`config.mk`:
```
export PLATFORM = sky130hd
export DESIGN_NAME = branch_predictor
export DESIGN_NICKNAME = d
export VERILOG_FILES = /design/src/rtl/branch_predictor.sv
export SDC_FILE = /design/constraint.sdc
export NUM_CORES = 2
export LEC_CHECK = 0
export CAP_MARGIN = 15
export CORE_UTILIZATION = 61
export CTS_CLUSTER_DIAMETER = 80
export DETAILED_ROUTE_END_ITERATION = 10
export PLACE_DENSITY = 0.86
export SYNTH_ARGS = -nofsm -noshare
export SYNTH_HDL_FRONTEND = slang
export SYNTH_SLANG_ARGS = --single-unit
```
`constraint.sdc`:
```
create_clock -name CLK -period 4.7 [get_ports CLK]
set_clock_uncertainty 0.15 [all_clocks]
set_input_delay 0.47 -clock CLK [delete_from_list [all_inputs] [get_ports CLK]]
set_output_delay 0.47 -clock CLK [all_outputs]
set_load 0.02 [all_outputs]
```
`src/rtl/branch_predictor.sv`:
```
// Direct-mapped BTB with 2-bit saturating counters and update/mispredict statistics.
// Latency: lookup is combinational; updates and invalidation take effect at the next CLK edge.
// Backpressure: none; one lookup and one resolved-branch update are accepted every cycle.
module branch_predictor #(
  parameter int ENTRIES = 16
) (
  input  logic        CLK,
  input  logic        RST,
  input  logic [31:0] if_pc,
  output logic        pred_taken,
  output logic [31:0] pred_target,
  input  logic        upd_en,
  input  logic [31:0] upd_pc,
  input  logic        upd_taken,
  input  logic [31:0] upd_target,
  input  logic        upd_pred_taken,
  input  logic [31:0] upd_pred_target,
  input  logic        inv,
  output logic        mispredict,
  output logic [31:0] br_cnt,
  output logic [31:0] miss_cnt
);

  localparam int IDXW = $clog2(ENTRIES);
  localparam int TAGW = 30 - IDXW;

  logic            valid_q  [ENTRIES];
  logic [TAGW-1:0] tag_q    [ENTRIES];
  logic [31:0]     target_q [ENTRIES];
  logic [1:0]      ctr_q    [ENTRIES];

  logic [IDXW-1:0] lk_idx;
  logic [TAGW-1:0] lk_tag;
  logic            lk_hit;
  logic [IDXW-1:0] up_idx;
  logic [TAGW-1:0] up_tag;
  logic            up_hit;
  logic [1:0]      up_ctr_nxt;

  // Byte offset bits of both PCs carry no information for word-aligned fetch.
  logic unused_pc_bits;
  assign unused_pc_bits = &{1'b0, if_pc[1:0], upd_pc[1:0]};

  assign lk_idx = if_pc[IDXW+1:2];
  assign lk_tag = if_pc[31:IDXW+2];
  assign up_idx = upd_pc[IDXW+1:2];
  assign up_tag = upd_pc[31:IDXW+2];

  // Fetch-side lookup reads the registered table only, so a same-cycle update is not bypassed.
  always_comb begin
    lk_hit      = valid_q[lk_idx] && (tag_q[lk_idx] == lk_tag);
    pred_taken  = lk_hit && ctr_q[lk_idx][1];
    pred_target = pred_taken ? target_q[lk_idx] : (if_pc + 32'd4);
  end

  // Update-side hit check, saturating counter step and misprediction flag.
  always_comb begin
    up_hit     = valid_q[up_idx] && (tag_q[up_idx] == up_tag);
    up_ctr_nxt = ctr_q[up_idx];
    if (upd_taken) begin
      if (ctr_q[up_idx] != 2'b11) up_ctr_nxt = ctr_q[up_idx] + 2'b01;
    end else begin
      if (ctr_q[up_idx] != 2'b00) up_ctr_nxt = ctr_q[up_idx] - 2'b01;
    end
    mispredict = upd_en && ((upd_taken != upd_pred_taken) ||
                            (upd_taken && (upd_pred_target != upd_target)));
  end

  // Table state: reset beats invalidate, invalidate beats a same-cycle update.
  always_ff @(posedge CLK) begin
    if (RST) begin
      for (int i = 0; i < ENTRIES; i++) begin
        valid_q[i]  <= 1'b0;
        tag_q[i]    <= '0;
        target_q[i] <= '0;
        ctr_q[i]    <= 2'b01;
      end
    end else if (inv) begin
      for (int i = 0; i < ENTRIES; i++) valid_q[i] <= 1'b0;
    end else if (upd_en) begin
      if (up_hit) begin
        ctr_q[up_idx] <= up_ctr_nxt;
        if (upd_taken) target_q[up_idx] <= upd_target;
      end else if (upd_taken) begin
        valid_q[up_idx]  <= 1'b1;
        tag_q[up_idx]    <= up_tag;
        target_q[up_idx] <= upd_target;
        ctr_q[up_idx]    <= 2'b10;
      end
    end
  end

  // Statistics counters saturate and keep counting through invalidation.
  always_ff @(posedge CLK) begin
    if (RST) begin
      br_cnt   <= '0;
      miss_cnt <= '0;
    end else begin
      if (upd_en && (br_cnt != 32'hFFFF_FFFF)) br_cnt <= br_cnt + 32'd1;
      if (mispredict && (miss_cnt != 32'hFFFF_FFFF)) miss_cnt <= miss_cnt + 32'd1;
    end
  end

endmodule

```
# ---- Word-level counts from Yosys, hierarchy flattened
# Memories as Yosys holds them, arrays and structs flattened.
# Cells that the tools add are included.
dict set report classes {
  reduce_logical 13
  addsub 5
  n_eq_ne 7
  n_bitwise 18
  n_mux 55
}
# cell count
set ops {}
lappend ops {{32-bit two-way mux} 3}
lappend ops {{32-bit by 1-bit adder with 32-bit output (second input constant)} 2}
lappend ops {{32-bit inequality test (second input constant)} 2}
lappend ops {{26-bit equality test} 2}
lappend ops {{1-bit two-way mux} 42}
lappend ops {{32-bit by 3-bit adder with 32-bit output (second input constant)} 1}
lappend ops {{32-bit inequality test} 1}
lappend ops {{32-bit OR reduction} 1}
lappend ops {{26-bit two-way mux} 1}
lappend ops {{26-bit OR reduction} 1}
lappend ops {{1-bit OR} 18}
lappend ops {{4-bit two-way mux} 4}
lappend ops {{2-bit two-way mux} 5}
lappend ops {{1-bit logical AND} 7}
lappend ops {{2-bit by 1-bit adder with 2-bit output (second input constant)} 1}
lappend ops {{2-bit inequality test (second input constant)} 1}
lappend ops {{2-bit nonzero test} 1}
lappend ops {{2-bit OR reduction} 1}
lappend ops {{2-bit by 1-bit subtractor with 2-bit output (second input constant)} 1}
lappend ops {{1-bit logical OR} 1}
lappend ops {{1-bit inequality test} 1}
lappend ops {{1-bit OR reduction} 1}
dict set report word_totals {
  mem_bits_rw 976
  mem_count 4
  input_bits 134
  out_inout_bits 98
  ff_bits 64
}
# memory words word_bits rd rd_clocked_by_memory_dff wr line
set mem_list {}
lappend mem_list {target_q 16 32 1 0 16 29} ;# logic [31:0] target_q [ENTRIES];
lappend mem_list {tag_q 16 26 2 0 16 28} ;# logic [TAGW-1:0] tag_q [ENTRIES];
lappend mem_list {ctr_q 16 2 2 0 16 30} ;# logic [1:0] ctr_q [ENTRIES];
lappend mem_list {valid_q 16 1 2 0 16 27} ;# logic valid_q [ENTRIES];

# ---- Longest topological paths before layout
# An unclocked memory read counts as a cell.
dict set report logic_depth {
  ltp_word 11
  depth_mapped 15
  ltp_nobuf 9
}

# ---- Least setup slack after synthesis
# OpenSTA, ideal clock, no wires.
dict set report synth_path {
  kind {in2out}
  startpoint {input port if_pc[2]}
  endpoint {output port pred_target[0]}
  path_buffers 7
  required_ns 4.080
  stages 10
  t_arrival_ns 3.312
  path_slack_ns 0.768
  path_cell_list {buf_6 -> buf_6 -> buf_6 -> buf_6 -> buf_2 -> buf_2 -> buf_1 -> mux4_2 -> mux4_2 -> mux2_2}
}
dict set report synth_via {
  elab_chain_len 5
  word_cells_on_any_way 8
  cone_classes {eq/ne (1); mux (1); reduce/logical (2); memory (4)}
}
# item line
set synth_lines {}
lappend synth_lines {{from (decl)} 9} ;# input logic [31:0] if_pc,
lappend synth_lines {{memory 16 x 26 bit} -}
lappend synth_lines {{26-bit equality test} 51} ;# lk_hit = valid_q[lk_idx] && (tag_q[lk_idx] == lk_tag);
lappend synth_lines {{1-bit logical AND} 51}
lappend synth_lines {{1-bit logical AND} 52} ;# pred_taken = lk_hit && ctr_q[lk_idx][1];
lappend synth_lines {{32-bit two-way mux (*)} 53} ;# pred_target = pred_taken ? target_q[lk_idx] : (if_pc + 32'd4);
lappend synth_lines {{to (decl)} 11} ;# output logic [31:0] pred_target,
# Mark *: on every way between the ends. The rest lies on a longest branch, timed or not.

==> results_dict.tcl <==
set metrics [dict create \
    drive_gt1_share_pct 22.4 \
    powerDensity_nw_per_um2 352 \
    synth_top_area_share_pct 54.3 \
    layout_commonest_cell "edfxtp_1" \
    post_drt_wl_per_cell_um 32.6 \
    final_cell_mix "edfxtp_1, and2_1, and3_1" \
    setup_viol 2 \
    synth_top_cell_by_area "edfxtp_1" \
    grt_use_total_pct 38.1 \
    slew_viol_final 0 \
    cp.required_ns 4.08 \
    yosysWarningCount 0 \
    syn_inst 3741 \
    cts-hold-fix-buffers 0 \
    cts_root_buffer "clkbuf_16" \
    max_freq_mhz 211 \
    ctsLongestPathBuffers 3 \
    critPathMaxFanout 6 \
    grt_pass1_vias 36891 \
    drc 0 \
    synth-seq-area-share_pct 57.3 \
    worstSetupEndpointType "output port" \
    outcome "finished, violations left" \
    syn_area_um2 53100 \
    p_leak_nw 23.2 \
    ys_seq_elements 1040 \
    async_flop_share_pct 0 \
    initial_core_util_pct 62.0 \
    synth.distinct_cells 71 \
    grt_max_degree 162 \
    rows 107 \
    gp_congestion 0.974 \
    dpl.hpwl_um 101000 \
    die_h_um 297 \
    grt_pass1_wl_um 244000 \
    syn_nets 3878 \
    rsz0062_at_grt "true" \
    startpoint_type "register" \
    hold_viol 0 \
    max-vdd-ir-drop_mv 0.351 \
    period_share_pct 101 \
    setup_slack_ns -0.0300 \
    tritoncts "yes" \
    synth_area_leaders "edfxtp_1, mux4_2, and2_1, and3_1, dfxtp_1" \
    core-area_um2 85700 \
    drv_cap 0 \
    cts_made_buffers 106 \
    utilization_pct 71.6 \
    wl_um 170000 \
    crit_type "register to output port" \
    hold_class "primary input to register" \
    synth_edf_count 960 \
    antenna_left 0 \
    htree_levels 3 \
    die_area_um2 88300 \
    period_minus_slack_ns 4.73 \
    regToRegStartpoint "tag_q[11][13]$_SDFFCE_PN0P_" \
    worst_pin_slew_ns 1.14 \
    min_from "RST" \
    synth_ff_type "edfxtp_1" \
    syn_avg_cell_area_um2 14.2 \
    clock_sinks 1040 \
    viasPerCell 7.14 \
    io_pins 232 \
    drt_iter0_markers 6204 \
    clock_latency_ns 0.70 \
    startpoint "tag_q[6][0]$_SDFFCE_PN0P_" \
    antenna_found_initial 18 \
    nNetsFinal 4098 \
    firstDrtPassIters 8 \
    io_buffers 229 \
    violations "setup timing" \
    maxSlewHeadroom_pct 24.2 \
    clkSlewWorstSetupHoldPaths_ns 0.06 \
    area_delta_synth_final_pct 15.6 \
    worst_ep_arrival_time_ns 4.11 \
    holdWs_ns 0.319 \
    overflow 0 \
    detailroute.via_count 37128 \
    dieWidth_um 297 \
]
==> final timing paths <==
| path | end | slack, ns | cells past startpoint |
|---|---|---|---|
| hold reg to reg | valid_q[15]$_DFF_P_ | 0.32 | 2 |
| setup / recovery | pred_target[6] | -0.03 | 11 |
| hold / removal | br_cnt[29]$_SDFFE_PP0P_ | 0.32 | 3 |
| setup reg to reg | tag_q[12][13]$_SDFFCE_PN0P_ | 0.31 | 10 |
==> Yosys cell counts (all sizes together), types with 5 or more instances <==
library cell    n
mux2           50
a211oi          7
a21boi         17
dfxtp          80
and2          534
o22ai          14
or3            12
nor4           15
nand3          42
mux2i         114
and3          433
a22oi          14
nor2b          12
xnor2         101
or2            28
nand2b         13
a221oi          7
edfxtp        960
buf           114
nand4          30
mux4          353
a21oi          31
and4            8
nor2          164
xor2           84
nor3           27
a31oi           5
o21ai          41
a21o           13
inv            23
clkbuf        258
nand2          91
==> cell type report <==
class / instances / area (µm²)
inverters: 23 / 86.3
repair buffers: 484 / 4870
flip-flops and latches: 1040 / 30400
well taps: 1144 / 1430
multi-input cells: 2306 / 21100
diodes: 5 / 12.5
clock buffers: 142 / 2900
fillers: 5132 / 24300
clock inverters: 55 / 537
==> state kept, by name, indices dropped and copies added, names as in the netlist <==
signal    flops
valid_q      16
ctr_q        32
tag_q       416
miss_cnt     32
target_q    512
br_cnt       32
==> what timing repair did <==
action	CTS	global route
endpoints found under the hold margin	0	0
pin swaps	2	3
setup buffers	2	1
gates resized for setup	123	27
endpoints found under the setup margin	32	33
gates cloned	1	0
==> per-stage QoR <==
step	std cells	power, mW	area [µm²]	setup TNS (ns)	setup WS, ns
floorplan	3741	12.2	53100	0	0.768
global placement	4993	13.2	57900	-2.57	-0.131
detailed placement	4993	13.3	57900	-4.11	-0.149
CTS	5193	21.5	61400	0	0.000155
global route	5198	22.0	61400	-0.276	-0.0710
finish	5199	21.6	61400	-0.0321	-0.0300
==> power by group <==
| group | switching, mW | internal (mW) | total [mW] |
|---|---|---|---|
| combinational | 1.41 | 1.07 | 2.48 |
| sequential | 0.213 | 10.5 | 10.8 |
| clock | 3.72 | 4.68 | 8.40 |
| total | 5.34 | 16.3 | 21.6 |
==> metal layers <==
metal / up-vias / GRT usage, % / share of wire, %
met5: - / 0 / 0.094
met4: 24 / 23.0 / 7.0
met3: 890 / 12.7 / 16
met2: 3706 / 57.8 / 45
met1: 17921 / 47.9 / 32
li1: 14587 / - / -
==> critical path, cell delays in order (launching register included) <==
cell and delay [ns]:
edfxtp_1 0.43, mux4_2 0.55, mux2i_4 0.20, xor2_1 0.19
o211ai_1 0.14, or4_4 0.46, a2111oi_4 0.40, nand4b_4 0.15
buf_12 0.17, bufbuf_16 0.28, mux2_2 0.28, buf_2 0.17
==> cell families (layout without fill, tap and decap cells) <==
kind of cell             Yosys count  after routing  share of synthesized area [%]
adder cells (fa/ha/maj)            3              3                         0.0707
other                              0              5                              0
AND/OR/NAND/NOR                 1421           1421                           15.5
buffers and inverters            395            704                           3.30
multiplexers                     517            517                           18.4
AO/OA/AOI/OAI                    180            180                           2.32
XOR/XNOR                         185            185                           3.05
flip-flops                      1040           1040                           57.3
(Power assumes the default switching activity.)
